<file path="src/rtl/ring_counter_param.sv">
// ---------------------------------------------------------------------------
// ring_counter_param
//
// Parametrised ring / Johnson (twisted-ring) counter used as a sequencer or
// strobe generator for downstream stage selects. Supports direction select,
// count enable, parallel load, one-step self-correction from illegal states
// and a registered wrap pulse on re-entry to the start state.
//
// Parameters:
//   WIDTH  number of flops in the ring (2..32)
//   INIT   ring-mode start state, must be one-hot
//
// Ports:
//   clk       in   rising-edge clock
//   rst       in   synchronous active-high reset
//   en        in   advance one state per clock when high
//   mode      in   0 = ring (one-hot rotate), 1 = Johnson (inverted feedback)
//   dir       in   0 = shift toward MSB, 1 = shift toward LSB
//   load      in   parallel load strobe
//   load_val  in   value captured on load (taken verbatim, even if illegal)
//   q         out  registered counter state
//   wrap      out  registered one-cycle pulse on legal re-entry to start state
//   illegal   out  combinational: q is not a legal state for current mode
// ---------------------------------------------------------------------------
module ring_counter_param #(
  parameter int               WIDTH = 4,
  parameter logic [WIDTH-1:0] INIT  = {{(WIDTH-1){1'b0}}, 1'b1}
) (
  input  logic             clk,
  input  logic             rst,
  input  logic             en,
  input  logic             mode,
  input  logic             dir,
  input  logic             load,
  input  logic [WIDTH-1:0] load_val,
  output logic [WIDTH-1:0] q,
  output logic             wrap,
  output logic             illegal
);

  localparam logic [WIDTH-1:0] ZERO = {WIDTH{1'b0}};
  localparam logic [WIDTH-1:0] ONE  = {{(WIDTH-1){1'b0}}, 1'b1};

  // Exactly one bit set: non-zero and clearing the lowest set bit leaves zero.
  function automatic logic is_onehot(input logic [WIDTH-1:0] v);
    return (v != ZERO) && ((v & (v - ONE)) == ZERO);
  endfunction

  // Contiguous ones anchored at the LSB (0..01..1), including all-zeros and
  // all-ones: adding one carries through every set bit and leaves no overlap.
  function automatic logic is_thermo_lsb(input logic [WIDTH-1:0] v);
    return ((v & (v + ONE)) == ZERO);
  endfunction

  // Johnson legal set: LSB-anchored ones, or MSB-anchored ones (whose
  // complement is LSB-anchored).
  function automatic logic is_johnson(input logic [WIDTH-1:0] v);
    return is_thermo_lsb(v) || is_thermo_lsb(~v);
  endfunction

  logic             legal_s;
  logic [WIDTH-1:0] start_s;
  logic [WIDTH-1:0] step_s;
  logic [WIDTH-1:0] next_s;

  // Legality, start state and successor of the current state.
  always_comb begin
    legal_s = 1'b0;
    start_s = ZERO;
    step_s  = q;
    next_s  = q;

    if (mode) begin
      legal_s = is_johnson(q);
      start_s = ZERO;
    end else begin
      legal_s = is_onehot(q);
      start_s = INIT;
    end

    case ({mode, dir})
      2'b00:   step_s = {q[WIDTH-2:0], q[WIDTH-1]};
      2'b01:   step_s = {q[0], q[WIDTH-1:1]};
      2'b10:   step_s = {q[WIDTH-2:0], ~q[WIDTH-1]};
      2'b11:   step_s = {~q[0], q[WIDTH-1:1]};
      default: step_s = start_s;
    endcase

    // Illegal states collapse to the start state in a single enabled step.
    if (legal_s) begin
      next_s = step_s;
    end else begin
      next_s = start_s;
    end
  end

  // Illegal flag follows q and mode with no register in the path.
  always_comb begin
    illegal = ~legal_s;
  end

  // State and wrap registers: rst > load > en > hold.
  always_ff @(posedge clk) begin
    if (rst) begin
      q    <= start_s;
      wrap <= 1'b0;
    end else if (load) begin
      q    <= load_val;
      wrap <= 1'b0;
    end else if (en) begin
      q    <= next_s;
      // A correction step also lands on the start state but is not a wrap.
      wrap <= legal_s && (step_s == start_s);
    end else begin
      q    <= q;
      wrap <= 1'b0;
    end
  end

endmodule

</file>
<file path="config.mk">
export PLATFORM = sky130hd
export DESIGN_NAME = ring_counter_param
export DESIGN_NICKNAME = d
export VERILOG_FILES = /design/src/rtl/ring_counter_param.sv
export SDC_FILE = /design/constraint.sdc
export NUM_CORES = 1
export LEC_CHECK = 0
export BUFFER_PORTS_ARGS = -buffer_cell sky130_fd_sc_hd__buf_4
export CAP_MARGIN = 20
export CORE_AREA = 2 2 39 41
export CTS_BUF_LIST = sky130_fd_sc_hd__clkbuf_8
export CTS_CLUSTER_SIZE = 30
export DETAILED_ROUTE_END_ITERATION = 10
export DIE_AREA = 0 0 41 43
export PLACE_DENSITY = 0.59
export RECOVER_POWER = 25
export SKIP_LAST_GASP = 1
export SLEW_MARGIN = 20
export SYNTH_ARGS = -nofsm -noshare
export SYNTH_HDL_FRONTEND = slang
export SYNTH_SLANG_ARGS = --single-unit
</file>
<file path="constraint.sdc">
create_clock -name clk -period 3.5 [get_ports clk]
set_input_delay 0.175 -clock clk [delete_from_list [all_inputs] [get_ports clk]]
set_output_delay 0.175 -clock clk [all_outputs]
set_load 0.01 [all_outputs]
</file>
==> impl_metrics.tcl, run 1 <==
set metrics [dict create \
    power_density_mw_per_mm2 431 \
    htree_levels 1 \
    hold_path_class "in2reg" \
    period_share_pct 56.7 \
    firstDrtPassIters 4 \
    ios 16 \
    grt_setup_unrepaired "no" \
    cp_cell_sequence "or3b_1, a21o_1, a32oi_2, inv_1, buf_4" \
    clk_latency_ps 220 \
    finalWorstSetupSlack_ps 1520 \
    antenna_found_initial 0 \
    portBuffers 15 \
    switching_share_pct 29.4 \
    synth_edf_count 4 \
    synth_nets 69 \
    p_total_w 0.000265 \
    n_antenna_cell 0 \
    p_sw_w 0.0000779 \
    start_util_pct 34.8 \
    drtIter0Drc 24 \
    numCtsBuffers 3 \
    die_width_um 41 \
    grt_start_max_net_pins 12 \
    ir_drop_mv 0.330 \
    cp.arrival_ps 1810 \
    ctsHoldBuffers 0 \
    drc 0 \
    cellLeakagePower_nw 0.264 \
    synth_area_per_cell_um2 8.16 \
    nets 83 \
    die_area_mm2 0.00176 \
    cts_setup_buffers 0 \
    seqPwrFrac_pct 32.4 \
    viasPerCell 5.70 \
    drt.antenna.violating_nets 0 \
    cts_resized 0 \
    grt_pass1_vias 450 \
    worst_setup_path_end_kind "output pin" \
    ys_async_sr_fraction_pct 0 \
    clockBufferDepth 2 \
    grt-ovfl-total 0 \
    synth_top_flop_cell "edfxtp_1" \
    area_growth_pct 27.5 \
    crit_start "q[3]" \
    outcome "completed" \
    critPathMaxFanout 10 \
    die_h_um 43 \
    max_freq_ghz 0.504 \
    finalSetupViolCount 0 \
    cts_tree "yes" \
    grt_pass1_wl_um 1990 \
    worst_ep_required_time_ps 3320 \
    synthDistinctLibCells 31 \
    drv_cap 0 \
    max_stage_delay_ps 530 \
    hpwl_um 857 \
    fin_cells 88 \
    numClockSinks 5 \
    slew_headroom_pct 77.6 \
    fillers 145 \
    place_congestion 0.788 \
    placed_cells 84 \
    wl_per_cell_um 12.8 \
    root_buffer "clkbuf_8" \
    hp-start "en" \
    internal_power_w 0.000187 \
    criticalPathCategory "reg2out" \
    fin_tns_setup_ps 0 \
    fin_crit_ps 1980 \
    syn-cell-area_um2 482 \
    synth_seq_cells 5 \
    yosys_warnings 0 \
    maxSlewViolCount 0 \
    power_frac_comb_pct 29.3 \
    dp_slack_ps 1750 \
    clockPowerShare_pct 38.3 \
    r2r-start "q[3]" \
    fin_skew_ps 1.80 \
    wl_um 1120 \
    rows 14 \
    slowest_stage "edfxtp_1" \
    synth_sequential_area_ratio_pct 29.1 \
    dr_total_vias 502 \
    final-hold-violation-count 0 \
    tightest_slew_ps 336 \
    syn_inst 59 \
    core_area_mm2 0.00138 \
    grt_util_all_layers_pct 16.2 \
    start_kind "flip-flop" \
    clkTransAtPathRegs_ps 30 \
    drive_gt1_share_pct 26.4 \
    final_core_util_pct 44.4 \
]
Yosys cell counts, types with 2 or more instances:
master	count	area (um2)
edfxtp_1	4	120
o21ai_0	2	10.0
nor3_1	3	15.0
nand2_1	5	18.8
a21o_1	2	15.0
a31oi_1	2	12.5
inv_1	4	15.0
a21oi_1	4	20.0
or3_1	2	12.5
a32o_1	3	30.0
nand3_1	2	10.0
nand2b_1	2	12.5
buf_2	3	15.0
nor2_1	4	15.0
metrics by stage:
step	hold slack (ps)	instance area [um2]
6_report	235	614
2_1_floorplan	324	482
3_3_place_gp	462	577
4_1_cts	235	622
5_1_grt	247	614
3_5_place_dp	462	577
cell type report:
class                   count  area, um2  share of cell area (%)
multi-input cells          44        289                    47.0
flip-flops and latches      5        140                    22.8
repair buffers             15        105                    17.1
clock buffers               3       41.3                    6.72
well taps                  16       20.0                    3.26
inverters                   4       15.0                    2.44
clock inverters             1       3.75                   0.611
cell families (layout without fill, tap and decap cells):
logic type / count (synthesis) / after routing / share of synthesized area [%]
compound gates: 18 / 18 / 28.6
flops: 5 / 5 / 29.1
mux: 2 / 2 / 4.42
xor+xnor: 2 / 2 / 3.64
simple gates: 22 / 22 / 23.4
buf+inv: 10 / 23 / 10.9
critical path, delay by kind of cell, from the launching register on:
family | cells | cell delay [ps]
AOI/OAI and AO/OA | 2 | 450
buffers and inverters | 2 | 210
DFF | 1 | 530
and+or+nand+nor | 1 | 400
layer usage:
metal | GRT usage (%) | vias up | wire length, um
met4 | 8.00 | 0 | 22
li1 | - | 243 | -
met5 | 0 | - | 0
met2 | 22.8 | 12 | 561
met3 | 1.57 | 2 | 39
met1 | 23.7 | 245 | 499
cell usage in the layout (no fill, tap or decap):
master and count:
a21o_1 2, a21oi_1 4, a22oi_1 1, a311oi_1 1, a31oi_1 2, a32o_1 3
a32oi_2 1, buf_4 13, clkbuf_1 2, clkbuf_8 3, dfxtp_1 1, edfxtp_1 4
inv_1 5, mux2_2 1, mux2i_1 1, nand2_1 5, nand2b_1 2, nand3_1 2
nor2_1 4, nor2b_1 1, nor3_1 3, o2111ai_1 1, o21ai_0 2, o41ai_1 1
or2_2 1, or2b_1 1, or3_1 2, or3b_1 1, xnor2_1 1, xor2_1 1
path summary, 6_finish.rpt:
kind	endpoint	slack (ps)	cells after the start
setup / recovery	illegal	1520	5
hold / removal	wrap	230	3
setup reg to reg	q[1]	1770	4
hold reg to reg	q[0]	880	2
sequential cells by signal (all words and copies together), names as in the netlist:
| register | flops |
|---|---|
| q | 4 |
| wrap | 1 |
power by group through the flow:
stage          Combinational (W)  Clock, W  Sequential, W
3_3_place_gp           0.0000780         0      0.0000865
3_5_place_dp           0.0000780         0      0.0000863
5_1_grt                0.0000874  0.000107      0.0000877
2_1_floorplan          0.0000608         0      0.0000772
6_report               0.0000776  0.000101      0.0000857
4_1_cts                0.0000784  0.000105      0.0000856
Note: power is estimated with default switching activity, not from simulation.
==> run 2: changes to the inputs <==
clock period = 2 ns   (was 3.5 ns; I/O delays follow)
==> run 2 against run 1 <==
Clock power grew 81%. Register-to-register slack lost 1500 ps. Largest cell class unchanged. Sequential share of layout area shrank 0.28 points.
==> impl_metrics.tcl, run 2 (same netlist as run 1, synthesis figures left out) <==
set metrics [dict create \
    outcome "completed" \
    period_share_pct 94.4 \
    viasPerCell 5.34 \
    hpwl_um 870 \
    grt_util_all_layers_pct 16.1 \
    wl_um 1140 \
    cts_resized 0 \
    drv_cap 0 \
    critPathMaxFanout 10 \
    final-hold-violation-count 0 \
    finalWorstSetupSlack_ps 112 \
    seqPwrFrac_pct 30.8 \
    area_growth_pct 29.1 \
    maxSlewViolCount 0 \
    clkTransAtPathRegs_ps 40 \
    htree_levels 1 \
    tightest_slew_ps 336 \
    largest_reg_flops 4 \
    grt_setup_unrepaired "no" \
    wl_per_cell_um 12.8 \
    hold_path_class "in2reg" \
    finalSetupViolCount 0 \
    clockBufferDepth 2 \
    dr_total_vias 475 \
    worst_ep_required_time_ps 1900 \
    fin_crit_ps 1890 \
    die_area_mm2 0.00176 \
    reg_top3 "q: 4 flops, wrap: 1 flops" \
    switching_share_pct 30.0 \
    ios 16 \
    clk_latency_ps 220 \
    slowest_stage "edfxtp_1" \
    criticalPathCategory "reg2out" \
    cp.arrival_ps 1790 \
    drt.antenna.violating_nets 0 \
    die_h_um 43 \
    cp_cell_sequence "or3b_1, a21o_1, a32oi_2, inv_1, buf_4" \
    reg2regPathDepth 4 \
    fin_tns_setup_ps 0 \
    root_buffer "clkbuf_8" \
    place_congestion 0.782 \
    firstDrtPassIters 4 \
    p_sw_w 0.000141 \
    drtIter0Drc 21 \
    grt_start_max_net_pins 12 \
    n_antenna_cell 0 \
    cts_setup_buffers 0 \
    ir_drop_mv 0.421 \
    grt-ovfl-total 0 \
    grt_pass1_vias 432 \
    die_width_um 41 \
    nets 84 \
    max_freq_ghz 0.530 \
    numClockSinks 5 \
    antenna_found_initial 0 \
    cts_tree "yes" \
    start_kind "flip-flop" \
    final_common_cell "buf_4" \
    cellLeakagePower_nw 0.269 \
    final_cell_mix "buf_4 (14), inv_1 (5), nand2_1 (5)" \
    whs_path_depth 3 \
    power_density_mw_per_mm2 758 \
    internal_power_w 0.000330 \
    top_register "q" \
    drive_gt1_share_pct 27.4 \
    dp_slack_ps 298 \
    ctsHoldBuffers 0 \
    rrSetupSlack_ps 300 \
    start_util_pct 34.8 \
    fin_skew_ps 0.792 \
    clockPowerShare_pct 38.8 \
    worst_setup_path_end_kind "output pin" \
    slew_headroom_pct 77.6 \
    core_area_mm2 0.00138 \
    drc 0 \
    p_total_w 0.000471 \
    whs_ps 148 \
    rows 14 \
    numCtsBuffers 3 \
    grt_pass1_wl_um 1860 \
    max_stage_delay_ps 520 \
    power_frac_comb_pct 30.4 \
    portBuffers 15 \
]
-- run 2: power groups by stage --
| stage | Sequential, W | Combinational [W] | Clock, W |
|---|---|---|---|
| CTS | 0.000144 | 0.000146 | 0.000189 |
| finish | 0.000145 | 0.000143 | 0.000183 |
| floorplan | 0.000135 | 0.000106 | 0 |
| global route | 0.000147 | 0.000157 | 0.000193 |
| detailed placement | 0.000146 | 0.000145 | 0 |
| global placement | 0.000146 | 0.000145 | 0 |
-- run 2: path summary, 6_finish.rpt --
kind,startpoint,to
hold / removal,en,wrap
setup / recovery,q[3],illegal
setup reg to reg,q[3],q[2]
hold reg to reg,q[1],wrap
-- run 2: layout make-up --
cell class                 instances  area, um2
multi-input combinational         44        289
sequential                         5        140
tap                               16       20.0
clock buffer                       3       41.3
inverter                           4       15.0
clock inverter                     1       3.75
fill                             151        762
timing repair buffer              16        113
-- run 2: through the flow --
stage / utilization (%) / instances / instance area [um2]
global route: 44.9 / 89 / 622
global placement: 42.2 / 85 / 584
detailed placement: 42.2 / 85 / 584
CTS: 45.5 / 89 / 629
finish: 44.9 / 89 / 622
floorplan: - / 59 / 482
-- run 2: layer usage --
layer / vias up / GRT usage [%] / wire, um
met1: 215 / 21.7 / 547
met5: - / 0 / 0
met2: 11 / 21.6 / 540
met3: 4 / 3.14 / 34
li1: 245 / - / -
met4: 0 / 12.0 / 19
-- run 2: critical path, delay by kind of cell (launching register included) --
kind                   cells  cell delay (ps)
AOI/OAI and AO/OA          2              440
DFF                        1              520
and+or+nand+nor            1              390
buffers and inverters      2              210
